## config.mk

```make
export PLATFORM = sky130hd
export DESIGN_NAME = c3lib_sync_fifo
export DESIGN_NICKNAME = d
export VERILOG_FILES = /design/src/rtl/c3lib_fifo_pkg.sv /design/src/rtl/c3lib_fifo_mem.sv /design/src/rtl/c3lib_sync_fifo.sv
export SDC_FILE = /design/constraint.sdc
export NUM_CORES = 1
export LEC_CHECK = 0
export CAP_MARGIN = 10
export CORE_MARGIN = 3
export CORE_UTILIZATION = 59
export CTS_CLUSTER_DIAMETER = 200
export DETAILED_ROUTE_END_ITERATION = 8
export GPL_ROUTABILITY_DRIVEN = 0
export PLACE_DENSITY = 0.84
export SLEW_MARGIN = 15
export SYNTH_ARGS = -nofsm -noshare
export SYNTH_HDL_FRONTEND = slang
export SYNTH_SLANG_ARGS = --single-unit
```

## constraint.sdc

```tcl
create_clock -name clk -period 4.4 [get_ports clk]
set_input_delay 0.44 -clock clk [delete_from_list [all_inputs] [get_ports clk]]
set_output_delay 0.44 -clock clk [all_outputs]
set_load 0.03 [all_outputs]
```

## src/rtl/c3lib_fifo_pkg.sv

```systemverilog
// c3lib_fifo_pkg
// Shared definitions for the c3lib single-clock FIFO:
//   - read-mode selectors for the RD_MODE parameter
//   - fifo_depth(): entry count implied by an address width
package c3lib_fifo_pkg;

  localparam int FIFO_RD_SHOWAHEAD = 0;
  localparam int FIFO_RD_REG       = 1;

  function automatic int fifo_depth(input int awidth);
    return 1 << awidth;
  endfunction

endpackage

```

## src/rtl/c3lib_fifo_mem.sv

```systemverilog
// c3lib_fifo_mem
// DEPTH x DWIDTH storage array, cleared to zero by reset.
// Ports:
//   clk, rst_n     clock, asynchronous active-low reset
//   we_i           write enable
//   waddr_i        write address
//   wdata_i        write data
//   raddr_i        read address
//   rdata_o        combinational read data (mem[raddr_i])
module c3lib_fifo_mem
  import c3lib_fifo_pkg::*;
#(
  parameter int DWIDTH = 8,
  parameter int AWIDTH = 4
) (
  input  logic              clk,
  input  logic              rst_n,
  input  logic              we_i,
  input  logic [AWIDTH-1:0] waddr_i,
  input  logic [DWIDTH-1:0] wdata_i,
  input  logic [AWIDTH-1:0] raddr_i,
  output logic [DWIDTH-1:0] rdata_o
);

  localparam int DEPTH = fifo_depth(AWIDTH);

  logic [DWIDTH-1:0] mem_q [DEPTH];

  always_ff @(posedge clk or negedge rst_n) begin
    if (!rst_n) begin
      for (int i = 0; i < DEPTH; i++) begin
        mem_q[i] <= '0;
      end
    end else if (we_i) begin
      mem_q[waddr_i] <= wdata_i;
    end
  end

  assign rdata_o = mem_q[raddr_i];

endmodule

```

## src/rtl/c3lib_sync_fifo.sv

```systemverilog
// c3lib_sync_fifo
// Single-clock FIFO with full-range occupancy count, programmable partial
// thresholds, show-ahead or registered read, synchronous flush and sticky
// overflow/underflow flags.
// Ports:
//   clk, rst_n         clock, asynchronous active-low reset
//   clr                synchronous flush (highest priority)
//   wr_en, wr_data     write request and data
//   rd_en              read request
//   rd_data, rd_valid  read data; rd_valid = ~empty (show-ahead) or
//                      "rd_data updated this cycle" (registered)
//   r_pempty, r_pfull  static partial-empty / partial-full thresholds
//   numdata            occupancy 0..DEPTH
//   empty, pempty      numdata == 0, numdata <= r_pempty
//   full, pfull        numdata == DEPTH, numdata >= r_pfull
//   err_clr            clears the sticky error flags
//   wr_ovf, rd_udf     sticky rejected-write / rejected-read flags
module c3lib_sync_fifo
  import c3lib_fifo_pkg::*;
#(
  parameter int DWIDTH  = 8,
  parameter int AWIDTH  = 4,
  parameter int RD_MODE = FIFO_RD_SHOWAHEAD
) (
  input  logic              clk,
  input  logic              rst_n,
  input  logic              clr,
  input  logic              wr_en,
  input  logic [DWIDTH-1:0] wr_data,
  input  logic              rd_en,
  output logic [DWIDTH-1:0] rd_data,
  output logic              rd_valid,
  input  logic [AWIDTH:0]   r_pempty,
  input  logic [AWIDTH:0]   r_pfull,
  output logic [AWIDTH:0]   numdata,
  output logic              empty,
  output logic              pempty,
  output logic              full,
  output logic              pfull,
  input  logic              err_clr,
  output logic              wr_ovf,
  output logic              rd_udf
);

  localparam int              DEPTH   = fifo_depth(AWIDTH);
  localparam logic [AWIDTH:0] DEPTH_C = (AWIDTH+1)'(DEPTH);

  logic [AWIDTH-1:0] wr_ptr_q, wr_ptr_d;
  logic [AWIDTH-1:0] rd_ptr_q, rd_ptr_d;
  logic [AWIDTH:0]   numdata_q, numdata_d;
  logic              empty_q, empty_d;
  logic              full_q, full_d;
  logic              pempty_q, pempty_d;
  logic              pfull_q, pfull_d;
  logic              wr_ovf_q, wr_ovf_d;
  logic              rd_udf_q, rd_udf_d;

  logic              rd_acc;
  logic              wr_acc;
  logic              mem_we;
  logic [DWIDTH-1:0] mem_rdata;

  always_comb begin
    rd_acc = rd_en & ~empty_q;
    // A write into a full FIFO is still accepted when a read frees a slot
    // in the same cycle.
    wr_acc = wr_en & (~full_q | rd_acc);
    mem_we = wr_acc & ~clr;

    wr_ptr_d  = wr_acc ? wr_ptr_q + AWIDTH'(1) : wr_ptr_q;
    rd_ptr_d  = rd_acc ? rd_ptr_q + AWIDTH'(1) : rd_ptr_q;
    numdata_d = numdata_q + (AWIDTH+1)'(wr_acc) - (AWIDTH+1)'(rd_acc);

    // Flags are registered from next-state occupancy so they line up with
    // numdata without an extra cycle of latency.
    empty_d  = (numdata_d == '0);
    full_d   = (numdata_d == DEPTH_C);
    pempty_d = (numdata_d <= r_pempty);
    pfull_d  = (numdata_d >= r_pfull);

    if (clr) begin
      wr_ptr_d  = '0;
      rd_ptr_d  = '0;
      numdata_d = '0;
      empty_d   = 1'b1;
      full_d    = 1'b0;
      pempty_d  = 1'b1;
      pfull_d   = 1'b0;
    end

    // A new error in the same cycle as err_clr wins; clr suppresses
    // new errors but does not clear existing ones.
    wr_ovf_d = (wr_en & ~wr_acc & ~clr) | (wr_ovf_q & ~err_clr);
    rd_udf_d = (rd_en & ~rd_acc & ~clr) | (rd_udf_q & ~err_clr);
  end

  always_ff @(posedge clk or negedge rst_n) begin
    if (!rst_n) begin
      wr_ptr_q  <= '0;
      rd_ptr_q  <= '0;
      numdata_q <= '0;
      empty_q   <= 1'b1;
      full_q    <= 1'b0;
      pempty_q  <= 1'b1;
      pfull_q   <= 1'b0;
      wr_ovf_q  <= 1'b0;
      rd_udf_q  <= 1'b0;
    end else begin
      wr_ptr_q  <= wr_ptr_d;
      rd_ptr_q  <= rd_ptr_d;
      numdata_q <= numdata_d;
      empty_q   <= empty_d;
      full_q    <= full_d;
      pempty_q  <= pempty_d;
      pfull_q   <= pfull_d;
      wr_ovf_q  <= wr_ovf_d;
      rd_udf_q  <= rd_udf_d;
    end
  end

  c3lib_fifo_mem #(
    .DWIDTH (DWIDTH),
    .AWIDTH (AWIDTH)
  ) u_mem (
    .clk     (clk),
    .rst_n   (rst_n),
    .we_i    (mem_we),
    .waddr_i (wr_ptr_q),
    .wdata_i (wr_data),
    .raddr_i (rd_ptr_q),
    .rdata_o (mem_rdata)
  );

  generate
    if (RD_MODE == FIFO_RD_SHOWAHEAD) begin : g_showahead
      assign rd_data  = mem_rdata;
      assign rd_valid = ~empty_q;
    end else begin : g_regread
      logic [DWIDTH-1:0] rd_data_q, rd_data_d;
      logic              rd_valid_q, rd_valid_d;

      always_comb begin
        rd_valid_d = rd_acc & ~clr;
        rd_data_d  = rd_valid_d ? mem_rdata : rd_data_q;
      end

      always_ff @(posedge clk or negedge rst_n) begin
        if (!rst_n) begin
          rd_data_q  <= '0;
          rd_valid_q <= 1'b0;
        end else begin
          rd_data_q  <= rd_data_d;
          rd_valid_q <= rd_valid_d;
        end
      end

      assign rd_data  = rd_data_q;
      assign rd_valid = rd_valid_q;
    end
  endgenerate

  assign numdata = numdata_q;
  assign empty   = empty_q;
  assign full    = full_q;
  assign pempty  = pempty_q;
  assign pfull   = pfull_q;
  assign wr_ovf  = wr_ovf_q;
  assign rd_udf  = rd_udf_q;

endmodule

```

==> qor.txt, run 1 <==
overall power - 4.51 mW
largest net degree at the start of global routing - 113
vias in the first global route - 4419
final layout net count - 562
fin worst setup slack - 0.721 ns
cell taking the most area after synthesis - dfrtp_1
postcts setup bufs - 0
Worst setup EP type - flip-flop
Period Utilization, post-route - 83.6%
RSZ-0062 raised after global routing - no
Required @ worst endpoint - 4.74 ns
DR vias - 4112
CTS tree - done
Hold WC Path Type - input port to async pin
dominant cells by area after synthesis - dfrtp_1 51%, mux2_2 20%, mux4_2 13%, ha_1 3.2%, inv_1 1.3%
clock slew at reported path FFs - 0.06 ns
drt first pass iters - 4
leading register cell type out of synthesis - dfrtp_1
core area - 11600 um2
die area - 13300 um2
TritonCTS Buffers - 17
DRC errors left - 0
clk_lat worst skew - 0.42 ns
post-layout min period - 3.68 ns
CTS root buffer - clkbuf_16
Initial DRC Count - 362
CTS Hold Buffers Added - 0
mean post-synth cell area - 14.6 um2
total routed wirelength - 14300 um
Net Count, Synth - 525
HPWL after DPL - 9570 um
Power Density - 553 nW/um2
worst reg2reg path depth - 18
Slew Viols, Final - 0
sequential-to-total area share from yosys stat - 52.2%
Num Clock Sinks - 147
Synth warnings - 0
Layout Utilization - 70.6%
final hold vios - 0
IO Count - 44
Leakage - 3.79 nW
synthesized instance count - 482
number of flops mapped to enable cells by yosys - 0
worst vdd ir - 0.000432 V
# resized after CTS - 0
Initial Util - 61.0%
kind of critical path - flip-flop to flip-flop
max cap viols - 0
Max Freq - 272 MHz
Synth cell types - 39
initial antenna violation count - 0
area grow syn2layout - 15.8%
Final TNS setup - 0 ns
Overflow after GRT - 0
Vias per Instance - 6.10
first-pass GRT wire length - 23500 um
Port Buffer Count - 43
Slew HR - 33.3%
Die Ht - 115 um
status - completed
crit-path max FO - 5
Startpoint Class - flip-flop
H-Tree Depth - 4
Die X - 115 um
ys async rst share - 100%
Post-Syn Area - 7050 um2
most instantiated library cell after synthesis - dfrtp_1
Slew @ Worst Pin - 1.00 ns
post-synth top area share - 51.4%
dpl ws - 0.310 ns
fraction of layout cells with a size suffix above 1 - 41.6%
WP data arrival - 4.01 ns
top post-synthesis cells by count - 145 x dfrtp_1, 128 x mux2_2, 40 x mux4_2
clock tree buffer depth - 2
ANT cells - 0
# rows - 39
GRT Total Usage - 23.4%
wire per inst - 21.3 um
skew final - 0.00877 ns
Routed Antenna Nets - 0
endpoints failing setup - 0
flops & latches, synth - 147
-- final cells by class --
class | instances | area (um2)
flip-flops and latches | 147 | 3680
fillers | 754 | 3400
multi-input cells | 282 | 3160
clock buffers | 22 | 484
repair buffers | 46 | 467
well taps | 143 | 179
clock inverters | 9 | 104
inverters | 25 | 93.8
-- registers in the layout (all words and copies together) (netlist names) --
name         count
rd_udf           1
wr_ptr_q         4
numdata          5
full             1
pempty           1
empty            1
u_mem.mem_q    128
wr_ovf           1
rd_ptr_q         4
pfull            1
-- placed cells by master, fill, tap and decap left out, types with 2 or more instances in the layout --
cell,n
clkbuf_8,4
nor2_2,12
a21o_1,2
dfstp_2,2
clkdlybuf4s50_1,42
nand3_1,6
nor2_1,14
or3_1,5
clkinvlp_4,2
buf_4,2
nand2_1,14
xnor2_1,3
a31oi_1,2
and3_1,2
clkinv_2,4
xor2_1,5
inv_1,25
o21ai_0,2
clkbuf_16,17
nand2b_1,4
bufinv_16,2
o22ai_1,2
mux2_2,128
dfrtp_1,144
mux4_2,40
ha_1,18
a21oi_1,8
-- worst paths after layout --
check | startpoint | to | slack [ns]
min | rst_n | pfull | 0.18
max | empty | pempty | 0.72
min in group clk | u_mem.mem_q[78] | u_mem.mem_q[78] | 0.50
min reg2reg | u_mem.mem_q[78] | u_mem.mem_q[78] | 0.50
max reg2reg | empty | pempty | 0.72
max in group asynchronous | rst_n | u_mem.mem_q[26] | 3.21
-- cells by family (layout without fill, tap and decap cells) --
| group | Yosys count | in the layout | synth area share (%) |
|---|---|---|---|
| compound gates | 20 | 20 | 1.77 |
| xor+xnor | 9 | 9 | 1.31 |
| fa+ha+maj | 19 | 19 | 3.48 |
| buf+inv | 53 | 102 | 3.05 |
| flops | 147 | 147 | 52.2 |
| mux | 169 | 169 | 33.3 |
| simple gates | 65 | 65 | 4.86 |
-- critical path, cell delays in order (launching register included) --
cell and delay, ns:
dfstp_2 0.55, nand2b_4 0.14, nand2_1 0.12, nand2_1 0.19, ha_1 0.26, inv_1 0.06
ha_1 0.16, inv_1 0.05, fa_1 0.39, inv_1 0.07, a21o_1 0.12, a21oi_1 0.09
xnor2_1 0.29, inv_1 0.12, ha_1 0.34, nand3_1 0.10, or3_1 0.32, mux2i_1 0.15
o41ai_1 0.09
-- report_power, final --
group	internal [mW]	switching, mW	total (mW)
Combinational	0.692	0.724	1.42
Clock	0.888	0.529	1.42
Sequential	1.55	0.130	1.68
-- layer usage --
layer	track usage [%]	vias up	wire length, um
li1	-	1818	-
met4	6.49	0	130
met2	37.0	84	7160
met1	33.0	2198	6560
met3	5.63	12	477
met5	0	-	0
-- metrics by stage --
stage	cells	hold WS (ns)	cell area [um2]
floorplan	482	0.144	7050
global placement	643	0.482	7580
detailed placement	643	0.491	7580
CTS	674	0.217	8170
global route	674	0.256	8170
finish	674	0.176	8170
Power figures use the tool's default switching activity.
==> run 2: changes to the inputs <==
--- a/config.mk
+++ b/config.mk
@@ -7,11 +7,11 @@
 export LEC_CHECK = 0
 export CAP_MARGIN = 10
 export CORE_MARGIN = 3
-export CORE_UTILIZATION = 59
+export CORE_UTILIZATION = 54
 export CTS_CLUSTER_DIAMETER = 200
 export DETAILED_ROUTE_END_ITERATION = 8
 export GPL_ROUTABILITY_DRIVEN = 0
-export PLACE_DENSITY = 0.84
+export PLACE_DENSITY = 0.82
 export SLEW_MARGIN = 15
 export SYNTH_ARGS = -nofsm -noshare
 export SYNTH_HDL_FRONTEND = slang
==> constraint.sdc (replaced) <==
create_clock -name clk -period 3 [get_ports clk]
set_input_delay 0.3 -clock clk [delete_from_list [all_inputs] [get_ports clk]]
set_output_delay 0.3 -clock clk [all_outputs]
set_load 0.03 [all_outputs]
==> run 2 against run 1 <==
  * The flow now finishes with violations (negative setup slack)
  * Die area increased by 8.8%
  * Critical endpoint unchanged
  * Final area up 5.5%
  * Power up 58%
  * Critical path type unchanged
  * Critical path depth unchanged
  * Largest power group is now combinational cells
  * First-iteration DRC count increased by 5.5%
  * Clock power grew 43%
  * Largest cell class unchanged
==> qor.txt, run 2 (same netlist as run 1, synthesis figures left out) <==
status - finished with violations
failing checks - negative setup slack
Biggest register - u_mem.mem_q
dpl cells - 697
endpoints failing setup - 2
Vias per Instance - 5.89
combinational fraction of design power - 37.2%
P_int - 4.87 mW
final hold slack - 0.492 ns
slowest stage cell on the critical path - dfstp_2
die area - 14500 um2
drt first pass iters - 5
total routed wirelength - 16300 um
sequential power share - 34.4%
RR Startpoint - empty
TritonCTS Buffers - 17
DR vias - 4367
max layer used - met4
fin worst setup slack - -0.246 ns
max cap viols - 0
Slew @ Worst Pin - 0.722 ns
met1 wire length - 6850 um
skew final - 0.00554 ns
final layout net count - 600
Sw Share - 31.9%
Layout Utilization - 68.0%
clock slew at reported path FFs - 0.06 ns
crit-path cells - nand2b_4, nand2_4, nand2_4, ha_4, inv_2, ha_4, inv_2, fa_2, inv_2, a21o_1, a21oi_2, xnor2_2, inv_2, ha_4, nand3_2, or3_1, mux2i_1, o41ai_2
power share of the clock group - 28.3%
GRT Total Usage - 23.9%
Worst setup EP type - flip-flop
Power Density - 829 nW/um2
Required @ worst endpoint - 3.35 ns
fraction of layout cells with a size suffix above 1 - 48.1%
most frequent cells in the layout - 144 x dfrtp_1, 128 x mux2_2, 40 x mux4_2, 36 x buf_4, 34 x clkdlybuf4s50_1
worst vdd ir - 0.000791 V
clock tree buffer depth - 2
final hold vios - 0
WP buf/inv - 4
Sw Pwr - 2.28 mW
r2r setup slk - -0.25 ns
Die Ht - 120 um
ANT cells - 0
Initial DRC Count - 382
Slew HR - 51.8%
RR Endpoint - pempty
largest net degree at the start of global routing - 79
initial antenna violation count - 0
Num Clock Sinks - 147
Routed Antenna Nets - 0
Cell Area, Placed - 7910 um2
area grow syn2layout - 22.2%
Initial Util - 55.7%
Port Buffer Count - 43
clk_lat worst skew - 0.42 ns
DR WL met3 - 751 um
worst reg2reg path depth - 18
core area - 12700 um2
kind of critical path - flip-flop to flip-flop
Largest regs - u_mem.mem_q (128), numdata (5)
first-pass GRT wire length - 25800 um
RSZ-0062 raised after global routing - yes
# rows - 41
most common cell after layout, fill and taps aside - dfrtp_1
vias in the first global route - 4767
wire per inst - 21.9 um
WP data arrival - 3.59 ns
Filler cells - 863
IO Count - 44
Leakage - 4.01 nW
Overflow after GRT - 0
Slew Viols, Final - 0
Met2 Wirelength - 8320 um
delay-heaviest family, CP - adder cells
CTS tree - done
post-layout min period - 3.25 ns
Largest register FFs - 128
CTS root buffer - clkbuf_16
CP peak stage delay - 0.53 ns
Period Utilization, post-route - 108%
crit-path max FO - 3
DRC errors left - 0
Die X - 120 um
Startpoint Class - flip-flop
Hold WC Path Type - input port to async pin
H-Tree Depth - 4
HPWL after DPL - 10400 um
crit-path most repeated cell - inv_2
Finished Layout Cells - 742
final instance area - 8620 um2
Max Freq - 308 MHz
## run 2: changes by cell type in the layout (fill, tap and decap cells not counted), sizes merged, moves of 2 or more
cell,delta
clkdlybuf4s50,-8
clkinv,-2
dlygate4sd2,+8
clkbuf,+6
clkinvlp,-2
buf,+37
## run 2: what timing repair did
action | CTS | global route
buffers inserted | 4 | 8
pin swaps | 9 | 1
setup endpoints to repair | 10 | 3
endpoints found under the hold margin | 74 | 0
gates resized for setup | 12 | 7
hold buffers | 1 | 0
## run 2: per-layer routing
| metal | GRT usage, % | vias to the layer above |
|---|---|---|
| li1 | - | 1895 |
| met3 | 6.64 | 32 |
| met4 | 7.37 | 0 |
| met1 | 31.1 | 2312 |
| met5 | 0 | - |
| met2 | 39.6 | 128 |
## run 2: area by class of cell
type	instances	area (um2)	area share [%]
clock buffers	28	517	6.00
clock inverters	4	45.0	0.523
inverters	25	93.8	1.09
multi-input cells	282	3280	38.1
flip-flops and latches	147	3680	42.8
well taps	172	215	2.50
repair buffers	84	782	9.08
## run 2: worst max-delay path by stage
| stage | start | end | slack, ns | cells after the start |
|---|---|---|---|---|
| 4_1_cts | empty | pempty | -0.16 | 18 |
| 3_3_place_gp | rd_en | pempty | -0.28 | 19 |
| 2_1_floorplan | empty | pempty | -0.22 | 18 |
| 5_1_grt | empty | pempty | -0.35 | 18 |
| 3_5_place_dp | rd_en | pempty | -0.46 | 18 |
| 6_report | empty | pempty | -0.25 | 18 |
## run 2: power groups by stage
stage	combinational, mW	clock, mW	sequential (mW)
floorplan	1.52	0	2.52
CTS	2.45	2.06	2.46
global placement	2.28	0	2.47
detailed placement	2.37	0	2.49
finish	2.66	2.03	2.46
global route	2.84	2.15	2.49
## run 2: metrics by stage
step | total power [mW] | setup WS, ns | setup TNS (ns)
after floorplan | 4.04 | -0.224 | -0.320
after global placement | 4.74 | -0.281 | -0.428
after detailed placement | 4.86 | -0.459 | -0.699
after CTS | 6.97 | -0.163 | -0.163
after global routing | 7.48 | -0.348 | -0.555
final | 7.15 | -0.246 | -0.335
